==> src/rtl/uart_rx_fifo_if.sv <==
// Bus between the UART receiver / consumer side and the receive FIFO.
// The master drives the write/read strobes, the slave (the FIFO) returns
// the head word and the occupancy flags.
interface uart_rx_fifo_if #(
  parameter int data_bits = 8,
  parameter int addr_bits = 4
) ();

  logic                 wr;
  logic [data_bits-1:0] w_data;
  logic                 rd;
  logic                 clr_overflow;
  logic [data_bits-1:0] r_data;
  logic                 empty;
  logic                 full;
  logic [addr_bits:0]   count;
  logic                 overflow;

  modport master (
    output wr, w_data, rd, clr_overflow,
    input  r_data, empty, full, count, overflow
  );

  modport slave (
    input  wr, w_data, rd, clr_overflow,
    output r_data, empty, full, count, overflow
  );

endinterface

==> src/rtl/uart_rx_fifo.sv <==
// Receive FIFO placed behind a UART receiver. Words arrive on the write
// strobe, the consumer sees the oldest word fall through on r_data and pops
// it with rd. A word that arrives while the FIFO is full and nobody is
// reading is dropped and recorded in the sticky overflow flag.
module uart_rx_fifo #(
  parameter int data_bits = 8,
  parameter int addr_bits = 4
) (
  input  logic            clk,
  input  logic            reset_n,
  uart_rx_fifo_if.slave   bus
);

  localparam int Depth = 1 << addr_bits;
  localparam logic [addr_bits:0] PtrOne = 1;

  logic [data_bits-1:0] mem_q [Depth];
  logic [addr_bits:0]   wrPtr_q, wrPtr_d;
  logic [addr_bits:0]   rdPtr_q, rdPtr_d;
  logic                 overflow_q, overflow_d;

  logic emptyFlag;
  logic fullFlag;
  logic rdAccept;
  logic wrAccept;
  logic dropWord;

  // The extra pointer bit tells a full FIFO from an empty one when the
  // address bits coincide; flags depend only on registered pointers.
  assign emptyFlag = (wrPtr_q == rdPtr_q);
  assign fullFlag  = (wrPtr_q[addr_bits-1:0] == rdPtr_q[addr_bits-1:0]) &&
                     (wrPtr_q[addr_bits] != rdPtr_q[addr_bits]);

  // A pop frees a slot on the same edge, so a full FIFO can still take a
  // write when it is being read at the same time.
  assign rdAccept = bus.rd && !emptyFlag;
  assign wrAccept = bus.wr && (!fullFlag || rdAccept);
  assign dropWord = bus.wr && fullFlag && !bus.rd;

  assign bus.empty    = emptyFlag;
  assign bus.full     = fullFlag;
  assign bus.count    = wrPtr_q - rdPtr_q;
  assign bus.overflow = overflow_q;
  assign bus.r_data   = mem_q[rdPtr_q[addr_bits-1:0]];

  // Next pointer values and overflow flag; a new drop beats a clear.
  always_comb begin
    wrPtr_d    = wrPtr_q;
    rdPtr_d    = rdPtr_q;
    overflow_d = overflow_q;
    if (wrAccept) wrPtr_d = wrPtr_q + PtrOne;
    if (rdAccept) rdPtr_d = rdPtr_q + PtrOne;
    if (dropWord) begin
      overflow_d = 1'b1;
    end else if (bus.clr_overflow) begin
      overflow_d = 1'b0;
    end
  end

  // Pointer and flag registers; reset empties the FIFO immediately.
  always_ff @(posedge clk or negedge reset_n) begin
    if (!reset_n) begin
      wrPtr_q    <= '0;
      rdPtr_q    <= '0;
      overflow_q <= 1'b0;
    end else begin
      wrPtr_q    <= wrPtr_d;
      rdPtr_q    <= rdPtr_d;
      overflow_q <= overflow_d;
    end
  end

  // Storage array is deliberately left out of reset; stale words are
  // unreachable once the pointers are cleared.
  always_ff @(posedge clk) begin
    if (wrAccept) mem_q[wrPtr_q[addr_bits-1:0]] <= bus.w_data;
  end

endmodule

==> src/flat_wrapper.sv <==
// flat-port wrapper written by rule: the top's interface ports become plain ports
module uart_rx_fifo_flat 
#(
  parameter int data_bits = 8,
  parameter int addr_bits = 4
)
  (clk, reset_n, bus_wr, bus_w_data, bus_rd, bus_clr_overflow, bus_r_data, bus_empty, bus_full, bus_count, bus_overflow);
  uart_rx_fifo_if #(.data_bits(data_bits), .addr_bits(addr_bits)) bus_i ();
  input  logic clk;
  input  logic reset_n;
  input wire logic [$bits(bus_i.wr)-1:0] bus_wr;
  input wire logic [$bits(bus_i.w_data)-1:0] bus_w_data;
  input wire logic [$bits(bus_i.rd)-1:0] bus_rd;
  input wire logic [$bits(bus_i.clr_overflow)-1:0] bus_clr_overflow;
  output wire logic [$bits(bus_i.r_data)-1:0] bus_r_data;
  output wire logic [$bits(bus_i.empty)-1:0] bus_empty;
  output wire logic [$bits(bus_i.full)-1:0] bus_full;
  output wire logic [$bits(bus_i.count)-1:0] bus_count;
  output wire logic [$bits(bus_i.overflow)-1:0] bus_overflow;
  assign bus_i.wr = bus_wr;
  assign bus_i.w_data = bus_w_data;
  assign bus_i.rd = bus_rd;
  assign bus_i.clr_overflow = bus_clr_overflow;
  assign bus_r_data = bus_i.r_data;
  assign bus_empty = bus_i.empty;
  assign bus_full = bus_i.full;
  assign bus_count = bus_i.count;
  assign bus_overflow = bus_i.overflow;
  uart_rx_fifo #(.data_bits(data_bits), .addr_bits(addr_bits)) u_core (.clk(clk), .reset_n(reset_n), .bus(bus_i));
endmodule
==> config.mk <==
export PLATFORM = sky130hd
export DESIGN_NAME = uart_rx_fifo_flat
export DESIGN_NICKNAME = d
export VERILOG_FILES = /design/src/rtl/uart_rx_fifo_if.sv /design/src/rtl/uart_rx_fifo.sv /design/src/flat_wrapper.sv
export SDC_FILE = /design/constraint.sdc
export NUM_CORES = 1
export LEC_CHECK = 0
export ABC_AREA = 0
export ABC_CLOCK_PERIOD_IN_PS = 3400
export CAP_MARGIN = 40
export CORE_MARGIN = 3
export CORE_UTILIZATION = 63
export DETAILED_ROUTE_END_ITERATION = 6
export DONT_BUFFER_PORTS = 1
export PLACE_DENSITY_LB_ADDON = 0.3
export SYNTH_ARGS = -nofsm -noshare
export SYNTH_HDL_FRONTEND = slang
export SYNTH_SLANG_ARGS = --single-unit
==> constraint.sdc <==
create_clock -name clk -period 3.4 [get_ports clk]
set_input_delay 0.68 -clock clk [delete_from_list [all_inputs] [get_ports clk]]
set_output_delay 0.68 -clock clk [all_outputs]
set_load 0.005 [all_outputs]
* Yosys cells after proc, flatten, opt, wreduce, memory -nomap -nowiden
Memories as Yosys holds them, arrays and structs flattened.
Index checks and enable logic that the tools add are counted.
** Storage, ports and cells
- Bits in writable memories :: 128
- Flip-flop bits (word level) :: 11
- Output and inout bits :: 16
- Memories :: 1
- Bits of input ports :: 13
- Word-level logic and storage cells :: 24
** Operators by class
- Add/sub/neg operators :: 3
- Reductions and logical operators :: 10
- Multiplexer cells :: 4
- Equal/unequal tests :: 3
** Memory list
- u_core.mem_q :: words 16, bits a word 8, read ports 1, clocked after memory_dff 0, wr ports 1, RTL line uart_rx_fifo.sv:17 : logic [data_bits-1:0] mem_q [Depth];
** Operators by type and width (number)
- $add 5x1->5 const B :: 2
- $eq 5x5->1 :: 1
- $logic_and 1x1->1 :: 5
- $sub 5x5->5 :: 1
- $eq 4x4->1 :: 1
- $mux 1 :: 4
- $logic_not 1->1 :: 3
- $reduce_bool 2->1 :: 1
- $logic_or 1x1->1 :: 1
- $ne 1x1->1 :: 1

* Depth between registers and ports, before layout
Gate-level depths: netlist of the first run.
- Depth in word-level cells :: 7
- Depth in mapped cells :: 9
- Mapped depth without buffers :: 7

* Worst setup path after synthesis of the first run
OpenSTA, ideal clock, no wires.
- Path type :: register to register
- From :: register u_core.rdPtr_q[1]
- To :: memory u_core.mem_q[0][0] (enable)
- Path buffers :: 3
- Clock period less this slack :: 2.682 ns
- Setup slack :: 0.718 ns
- Stages on the path, launching flop included :: 10
- Arrival :: 2.299 ns
- Data required time :: 3.017 ns
- Setup time :: 0.383 ns
- Path through :: dfrtp_1 -> buf_4 -> clkbuf_1 -> inv_1 -> ha_1 -> nand4_1 -> o31a_1 -> buf_4 -> nand2_1 -> nor3_1
** Between the ends
- Longest elaborated chain between the ends :: 7
- Elaborated cells between the ends (all ways) :: 10
** RTL lines
- start: declaration :: RTL line uart_rx_fifo.sv:19 : logic [addr_bits:0] rdPtr_q, rdPtr_d;
- start signal: assignment :: RTL line uart_rx_fifo.sv:68 : rdPtr_q <= rdPtr_d;
- $eq 5x5->1 or $eq 4x4->1 (tied branches) :: RTL line uart_rx_fifo.sv:30, uart_rx_fifo.sv:31
- $logic_not 1->1 or $logic_and 1x1->1 (tied branches) :: RTL line uart_rx_fifo.sv:36, uart_rx_fifo.sv:31
- $logic_and 1x1->1 or $logic_not 1->1 (tied branches) :: RTL line uart_rx_fifo.sv:36, uart_rx_fifo.sv:37
- $logic_or 1x1->1 (*) :: RTL line uart_rx_fifo.sv:37 : assign wrAccept = bus.wr && (!fullFlag || rdAccept);
- $logic_and 1x1->1 (*) :: RTL line uart_rx_fifo.sv:37
- $mux 1 (*) :: RTL line uart_rx_fifo.sv:76 : if (wrAccept) mem_q[wrPtr_q[addr_bits-1:0]] <= bus.w_data;
- $mux 1 (implied by the code) (*) :: RTL line uart_rx_fifo.sv:76
- end: declaration :: RTL line uart_rx_fifo.sv:17
Every way passes the cells marked *; elsewhere a longest branch is shown, timed or not.

* Worst setup path in the final report of the first run
- From :: register u_core.rdPtr_q[0]
- To :: output bus_r_data[0]
** Between the ends
- Longest elaborated chain between the ends :: 1
** RTL lines
- $mem_v2 16x8
- end: declaration :: RTL line flat_wrapper.sv:15 : output wire logic [$bits(bus_i.r_data)-1:0] bus_r_data;
Every way passes these cells.

==> results.sh, run 1 <==
export IMPL_routed_via_count=2843
export IMPL_switching_share_of_total_power_pct=31.2
export IMPL_achievable_frequency_ghz=0.330
export IMPL_setup_worst_path_class="flip-flop to output port"
export IMPL_portBuffers=0
export IMPL_grt_antenna_before_repair=0
export IMPL_outcome="finished clean"
export IMPL_drt_drc_violations_left=0
export IMPL_ios=29
export IMPL_die_w_um=101
export IMPL_async_flop_share_pct=7.91
export IMPL_dp_hpwl_mm=7.32
export IMPL_synthCells=302
export IMPL_worst_setup_path_start_kind="flip-flop"
export IMPL_rsz_0062_raised_after_global_routing="false"
export IMPL_total_net_switching_power_mw=1.78
export IMPL_min_delay_path_class="input port to flip-flop"
export IMPL_antenna_left=0
export IMPL_num_antenna_cells=0
export IMPL_setup_viol_count_final=0
export IMPL_area_of_the_placeable_core_um2=8760
export IMPL_die_height_um=101
export IMPL_power_share_sequential_pct=39.1
export IMPL_yosysSeqAreaShare_pct=72.1
export IMPL_cts_inserted_buffers=17
export IMPL_drt_iter0_markers=232
export IMPL_final_layout_worst_hold_slack_ns=0.260
export IMPL_yosys_most_used_dff="sky130_fd_sc_hd__edfxtp_1"
export IMPL_synth_cell_area_um2=5710
export IMPL_cts_post_setup_buffers_inserted=0
export IMPL_critical_path_arrival_ns=2.35
export IMPL_chain_of_cells_forming_the_critical_path="buf_4 > and2b_2 > a22oi_1 > a32oi_1 > o21ai_1"
export IMPL_routability_congestion_estimate=0.943
export IMPL_max_cap_violations=0
export IMPL_clkPwrFrac_pct=30.8
export IMPL_flow_area_growth_from_synthesis_pct=12.4
export IMPL_p_comb_share_pct=30.1
export IMPL_cts_tree="done"
export IMPL_ctsLongestPathBuffers=2
export IMPL_h_tree_depth=4
export IMPL_worst_relative_slew_slack_pct=47.0
export IMPL_flip_flop_and_latch_count_after_synthesis=139
export IMPL_cts_root_buf="sky130_fd_sc_hd__clkbuf_8"
export IMPL_synthesized_area_per_cell_um2=18.9
export IMPL_initial_core_util_pct=65.1
export IMPL_placementRows=34
export IMPL_detail_route_vias_per_cell=6.46
export IMPL_synth_most_common_cell="sky130_fd_sc_hd__edfxtp_1"
export IMPL_fin_tns_setup_ns=0
export IMPL_yosysTopAreaCellShare_pct=67.3
export IMPL_max_slew_worst_pin_slew_ns=0.793
export IMPL_grt_start_max_net_pins=43
export IMPL_clk_pin_slew_ns=0.06
export IMPL_cp_required_ns=2.72
export IMPL_clock_sinks=139
export IMPL_nNetsFinal=343
export IMPL_finalWorstPathRequiredPeriod_ns=3.03
export IMPL_ys_warns=0
export IMPL_worst_skew_pair_late_latency_ns=0.51
export IMPL_synth_edf_count=128
export IMPL_floorplan_die_area_um2=10200
export IMPL_crit_path_max_incr_delay_ns=0.40
export IMPL_cellPowerDensity_nw_per_um2=888
export IMPL_route_detailed_wl_per_inst_um=25.6
export IMPL_grt_first_pass_wirelength_mm=17.3
export IMPL_yosys_area_top_type="sky130_fd_sc_hd__edfxtp_1"
export IMPL_main_area_contributors_after_synthesis="sky130_fd_sc_hd__edfxtp_1 67%, sky130_fd_sc_hd__mux4_2 6.7%, sky130_fd_sc_hd__dfrtp_1 4.8%, sky130_fd_sc_hd__mux2i_1 4.2%, sky130_fd_sc_hd__mux4_1 3.2%"
export IMPL_report_final_hold_viol_count=0
export IMPL_detailedRoute_firstPassIterationCount=5
export IMPL_total_leakage_power_nw=2.21
export IMPL_post_synth_most_frequent_cells="128 x sky130_fd_sc_hd__edfxtp_1, 24 x sky130_fd_sc_hd__mux2i_1, 17 x sky130_fd_sc_hd__mux4_2"
export IMPL_globalRouteOverflowTotal=0
export IMPL_cpLargestDelayFamily="compound AO/OA/AOI/OAI gates"
export IMPL_wl_mm=11.3
export IMPL_fillCellCount=503
export IMPL_hold_fix_buffers_cts=1
export IMPL_net_count_synth=325
export IMPL_synth_lib_cells_used_distinct=36
export IMPL_number_of_max_slew_violations_in_the_final_report=0
export IMPL_p_int_mw=3.92
export IMPL_clock_skew_final_ns=0.0114
export IMPL_vdd_drop_max_mv=0.501
export IMPL_critPathMaxFanout=19
export IMPL_final_min_period_over_clock_period_pct=89.2
export IMPL_critPathBufInv=1
export IMPL_crit_path_end_kind="output port"
export IMPL_grt_total_usage_pct=24.4
export IMPL_count_of_cells_resized_by_post_cts_repair=0
export IMPL_grt_pass1_vias=2936
export IMPL_crit_path_top_delay_cell="sky130_fd_sc_hd__a22oi_1"
export IMPL_ratio_of_cells_with_drive_above_1_in_the_final_layout_pct=18.4
==> logic make-up after synthesis <==
logic type,share of synthesized area (%)
compound gates,3.97
xor+xnor,1.84
fa+ha+maj,2.32
buf+inv,2.39
flops,72.1
mux,14.1
simple gates,3.20
==> sequential cells by signal, indices dropped and copies added, names as in the netlist <==
register / flops
u_core.rdPtr_q: 5
u_core.mem_q: 128
u_core.bus.overflow: 1
u_core.wrPtr_q: 5
==> power by group through the flow <==
| stage | clock [mW] | combinational [mW] | sequential (mW) |
|---|---|---|---|
| 2_1_floorplan | 0 | 1.38 | 2.19 |
| 3_3_place_gp | 0 | 1.67 | 2.24 |
| 3_5_place_dp | 0 | 1.69 | 2.25 |
| 4_1_cts | 1.77 | 1.72 | 2.23 |
| 5_1_grt | 1.86 | 1.84 | 2.25 |
| 6_report | 1.75 | 1.71 | 2.23 |
==> final timing paths <==
path	from	to	slack, ns	cells past startpoint
max	u_core.rdPtr_q[0]$_DFFE_PN0P_	bus_r_data[0]	0.37	5
min	bus_w_data[6]	u_core.mem_q[15][6]$_DFFE_PP_	0.26	0
max reg2reg	u_core.rdPtr_q[3]$_DFFE_PN0P_	u_core.mem_q[12][5]$_DFFE_PP_	0.55	6
min reg2reg	u_core.rdPtr_q[4]$_DFFE_PN0P_	u_core.rdPtr_q[4]$_DFFE_PN0P_	0.51	1
max in group asynchronous	reset_n	u_core.rdPtr_q[1]$_DFFE_PN0P_	2.39	1
min in group asynchronous	reset_n	u_core.wrPtr_q[1]$_DFFE_PN0P_	0.60	1
==> layout by cell type (no fill, tap or decap), types with 7 or more instances in the layout <==
| cell type | n |
|---|---|
| sky130_fd_sc_hd__a22oi_1 | 8 |
| sky130_fd_sc_hd__a32oi_1 | 8 |
| sky130_fd_sc_hd__buf_4 | 12 |
| sky130_fd_sc_hd__clkbuf_16 | 16 |
| sky130_fd_sc_hd__dfrtp_1 | 10 |
| sky130_fd_sc_hd__edfxtp_1 | 128 |
| sky130_fd_sc_hd__ha_1 | 9 |
| sky130_fd_sc_hd__inv_1 | 8 |
| sky130_fd_sc_hd__mux2i_1 | 24 |
| sky130_fd_sc_hd__mux4_1 | 7 |
| sky130_fd_sc_hd__mux4_2 | 17 |
| sky130_fd_sc_hd__nand2_1 | 7 |
| sky130_fd_sc_hd__nor2_1 | 13 |
| sky130_fd_sc_hd__o21ai_1 | 8 |
| sky130_fd_sc_hd__xnor2_1 | 10 |
==> area by class of cell <==
| type | count | area, um^2 | share of cell area (%) |
|---|---|---|---|
| multi-input combinational | 140 | 1450 | 22.7 |
| clock buffer | 19 | 422 | 6.57 |
| clock inverter | 12 | 150 | 2.34 |
| inverter | 9 | 33.8 | 0.527 |
| timing repair buffer | 13 | 100 | 1.56 |
| tap | 108 | 135 | 2.11 |
| sequential | 139 | 4120 | 64.2 |
==> routing by layer <==
| layer | vias up | global-route usage [%] | routed length, um |
|---|---|---|---|
| met2 | 136 | 38.3 | 5760 |
| li1 | 1252 | - | - |
| met3 | 19 | 8.75 | 978 |
| met4 | 0 | 8.59 | 173 |
| met1 | 1436 | 32.3 | 4370 |
| met5 | - | 0 | 0 |
==> through the flow <==
stage | setup slack [ns] | cells | total power, mW | cell area (um^2) | utilization, %
after floorplan | 0.718 | 302 | 3.56 | 5710 | -
after global routing | 0.177 | 440 | 5.95 | 6410 | 73.2
after global placement | 0.711 | 408 | 3.91 | 5830 | 66.6
after detailed placement | 0.601 | 408 | 3.95 | 5830 | 66.6
after CTS | 0.327 | 440 | 5.72 | 6410 | 73.2
final | 0.367 | 440 | 5.69 | 6410 | 73.2
(Power assumes the default switching activity.)
==> run 2: changes to the inputs <==
--- a/config.mk
+++ b/config.mk
@@ -12,7 +12,7 @@
 export CORE_UTILIZATION = 63
 export DETAILED_ROUTE_END_ITERATION = 6
 export DONT_BUFFER_PORTS = 1
-export PLACE_DENSITY_LB_ADDON = 0.3
+export PLACE_DENSITY = 0.79
 export SYNTH_ARGS = -nofsm -noshare
 export SYNTH_HDL_FRONTEND = slang
 export SYNTH_SLANG_ARGS = --single-unit
==> results.sh, run 2 (synthesized netlist as in run 1, its figures left out) <==
export IMPL_placement_setup_worst_slack_ns=0.571
export IMPL_detail_route_vias_per_cell=6.33
export IMPL_final_core_utilization_pct=73.3
export IMPL_worst_skew_pair_late_latency_ns=0.51
export IMPL_fin_cells=442
export IMPL_mostFrequentLayoutCell="sky130_fd_sc_hd__edfxtp_1"
export IMPL_flow_area_growth_from_synthesis_pct=12.5
export IMPL_total_power_mw=5.70
export IMPL_report_final_hold_viol_count=0
export IMPL_area_sequential_um2=4120
export IMPL_area_of_the_placeable_core_um2=8760
export IMPL_drt_drc_violations_left=0
export IMPL_achievable_frequency_ghz=0.307
export IMPL_final_layout_worst_hold_slack_ns=0.253
export IMPL_num_antenna_cells=0
export IMPL_die_w_um=101
export IMPL_layout_setup_ws_ns=0.144
export IMPL_fillCellCount=511
export IMPL_detailedRoute_firstPassIterationCount=4
export IMPL_vdd_drop_max_mv=0.462
export IMPL_globalRouteOverflowTotal=0
export IMPL_grt_start_max_net_pins=25
export IMPL_max_cap_violations=0
export IMPL_ios=29
export IMPL_cts_inserted_buffers=17
export IMPL_outcome="finished clean"
export IMPL_rsz_0062_raised_after_global_routing="false"
export IMPL_floorplan_die_area_um2=10200
export IMPL_routability_congestion_estimate=0.807
export IMPL_h_tree_depth=4
export IMPL_grt_first_pass_wirelength_mm=17.1
export IMPL_grt_total_usage_pct=23.8
export IMPL_r2r_start="u_core.rdPtr_q[3]$_DFFE_PN0P_"
export IMPL_antenna_left=0
export IMPL_setup_worst_path_class="flip-flop to output port"
export IMPL_placementRows=34
export IMPL_finalWorstPathRequiredPeriod_ns=3.26
export IMPL_clock_sinks=139
export IMPL_initial_core_util_pct=65.1
export IMPL_r2r_end="u_core.mem_q[7][2]$_DFFE_PP_"
export IMPL_min_delay_path_class="input port to flip-flop"
export IMPL_worst_setup_path_start_kind="flip-flop"
export IMPL_drt_iter0_markers=212
export IMPL_nNetsFinal=344
export IMPL_die_height_um=101
export IMPL_cts_post_setup_buffers_inserted=0
export IMPL_multi_input_area_um2=1450
export IMPL_hp_start="bus_w_data[4]"
export IMPL_clock_skew_final_ns=0.0110
export IMPL_wl_mm=11.1
export IMPL_hold_end="u_core.mem_q[13][4]$_DFFE_PP_"
export IMPL_portBuffers=0
export IMPL_worst_hold_path_num_cells=0
export IMPL_routed_via_count=2797
export IMPL_placed_cell_area_um2=5840
export IMPL_cts_root_buf="sky130_fd_sc_hd__clkbuf_8"
export IMPL_grt_antenna_before_repair=0
export IMPL_number_of_max_slew_violations_in_the_final_report=0
export IMPL_cellPowerDensity_nw_per_um2=887
export IMPL_setup_viol_count_final=0
export IMPL_clk_pin_slew_ns=0.06
export IMPL_largest_register_ff_count=128
export IMPL_crit_path_end_kind="output port"
export IMPL_dp_hpwl_mm=7.25
export IMPL_ctsLongestPathBuffers=2
export IMPL_fin_tns_setup_ns=0
export IMPL_critPathMaxFanout=24
export IMPL_grt_pass1_vias=2979
export IMPL_max_slew_worst_pin_slew_ns=0.814
export IMPL_cp_required_ns=2.72
export IMPL_critical_path_arrival_ns=2.58
export IMPL_ff2ff_setup_slack_ns=0.53
export IMPL_cts_tree="done"
export IMPL_total_leakage_power_nw=2.21
export IMPL_worstRegToRegCells=6
export IMPL_layout_cells_most_common_list="128 x sky130_fd_sc_hd__edfxtp_1, 24 x sky130_fd_sc_hd__mux2i_1, 17 x sky130_fd_sc_hd__mux4_2"
export IMPL_fin_area_um2=6420
export IMPL_route_detailed_wl_per_inst_um=25.0
export IMPL_final_min_period_over_clock_period_pct=95.8
export IMPL_placed_cells_incl_taps=409
export IMPL_worst_relative_slew_slack_pct=45.5
export IMPL_ratio_of_cells_with_drive_above_1_in_the_final_layout_pct=18.6
[run 2: cell types whose count changed in the layout (fill, tap and decap cells not counted)]
cell and change:
sky130_fd_sc_hd__buf_4 +1, sky130_fd_sc_hd__clkinv_4 -3, sky130_fd_sc_hd__clkbuf_1 -1, sky130_fd_sc_hd__clkinv_2 +1, sky130_fd_sc_hd__clkinvlp_4 +1, sky130_fd_sc_hd__inv_6 +1
sky130_fd_sc_hd__clkinv_1 +2
[run 2: metal layers]
metal / share of wire, % / GRT usage, % / wire length (um)
met5: 0 / 0 / 0
met4: 2.2 / 10.0 / 238
met3: 6.0 / 6.34 / 663
met2: 52 / 38.5 / 5710
met1: 40 / 30.8 / 4450
[run 2: power by group]
part / internal (mW) / switching (mW)
registers: 2.09 / 0.171
clock network: 1.10 / 0.657
logic: 0.720 / 0.956
[run 2: layout make-up]
type	count	share of cell area, %
inverter	9	0.526
sequential	139	64.2
clock buffer	18	6.51
clock inverter	14	2.38
timing repair buffer	14	1.68
multi-input combinational	140	22.6
tap	108	2.10
[run 2: how the worst max path moves through the flow]
stage	slack, ns	from	endpoint	depth (start not counted)
detailed placement	0.57	u_core.rdPtr_q[1]$_DFFE_PN0P_	u_core.mem_q[7][0]$_DFFE_PP_	6
finish	0.14	u_core.rdPtr_q[1]$_DFFE_PN0P_	bus_r_data[3]	5
floorplan	0.72	u_core.rdPtr_q[1]$_DFFE_PN0P_	u_core.mem_q[0][0]$_DFFE_PP_	9
global placement	0.70	u_core.rdPtr_q[1]$_DFFE_PN0P_	u_core.mem_q[7][5]$_DFFE_PP_	6
CTS	0.13	u_core.rdPtr_q[1]$_DFFE_PN0P_	bus_r_data[3]	5
global route	0.05	u_core.rdPtr_q[1]$_DFFE_PN0P_	bus_r_data[3]	5
[run 2: critical path: stages (launching register included)]
cell and delay, ns:
sky130_fd_sc_hd__dfrtp_2 0.65, sky130_fd_sc_hd__buf_4 0.44, sky130_fd_sc_hd__mux2i_1 0.32, sky130_fd_sc_hd__a22oi_1 0.17
sky130_fd_sc_hd__a32oi_1 0.27, sky130_fd_sc_hd__o21ai_1 0.18
[run 2: repair_timing]
action	CTS	global route
gates resized for setup	0	0
hold buffers	1	0
hold endpoints to repair	11	0
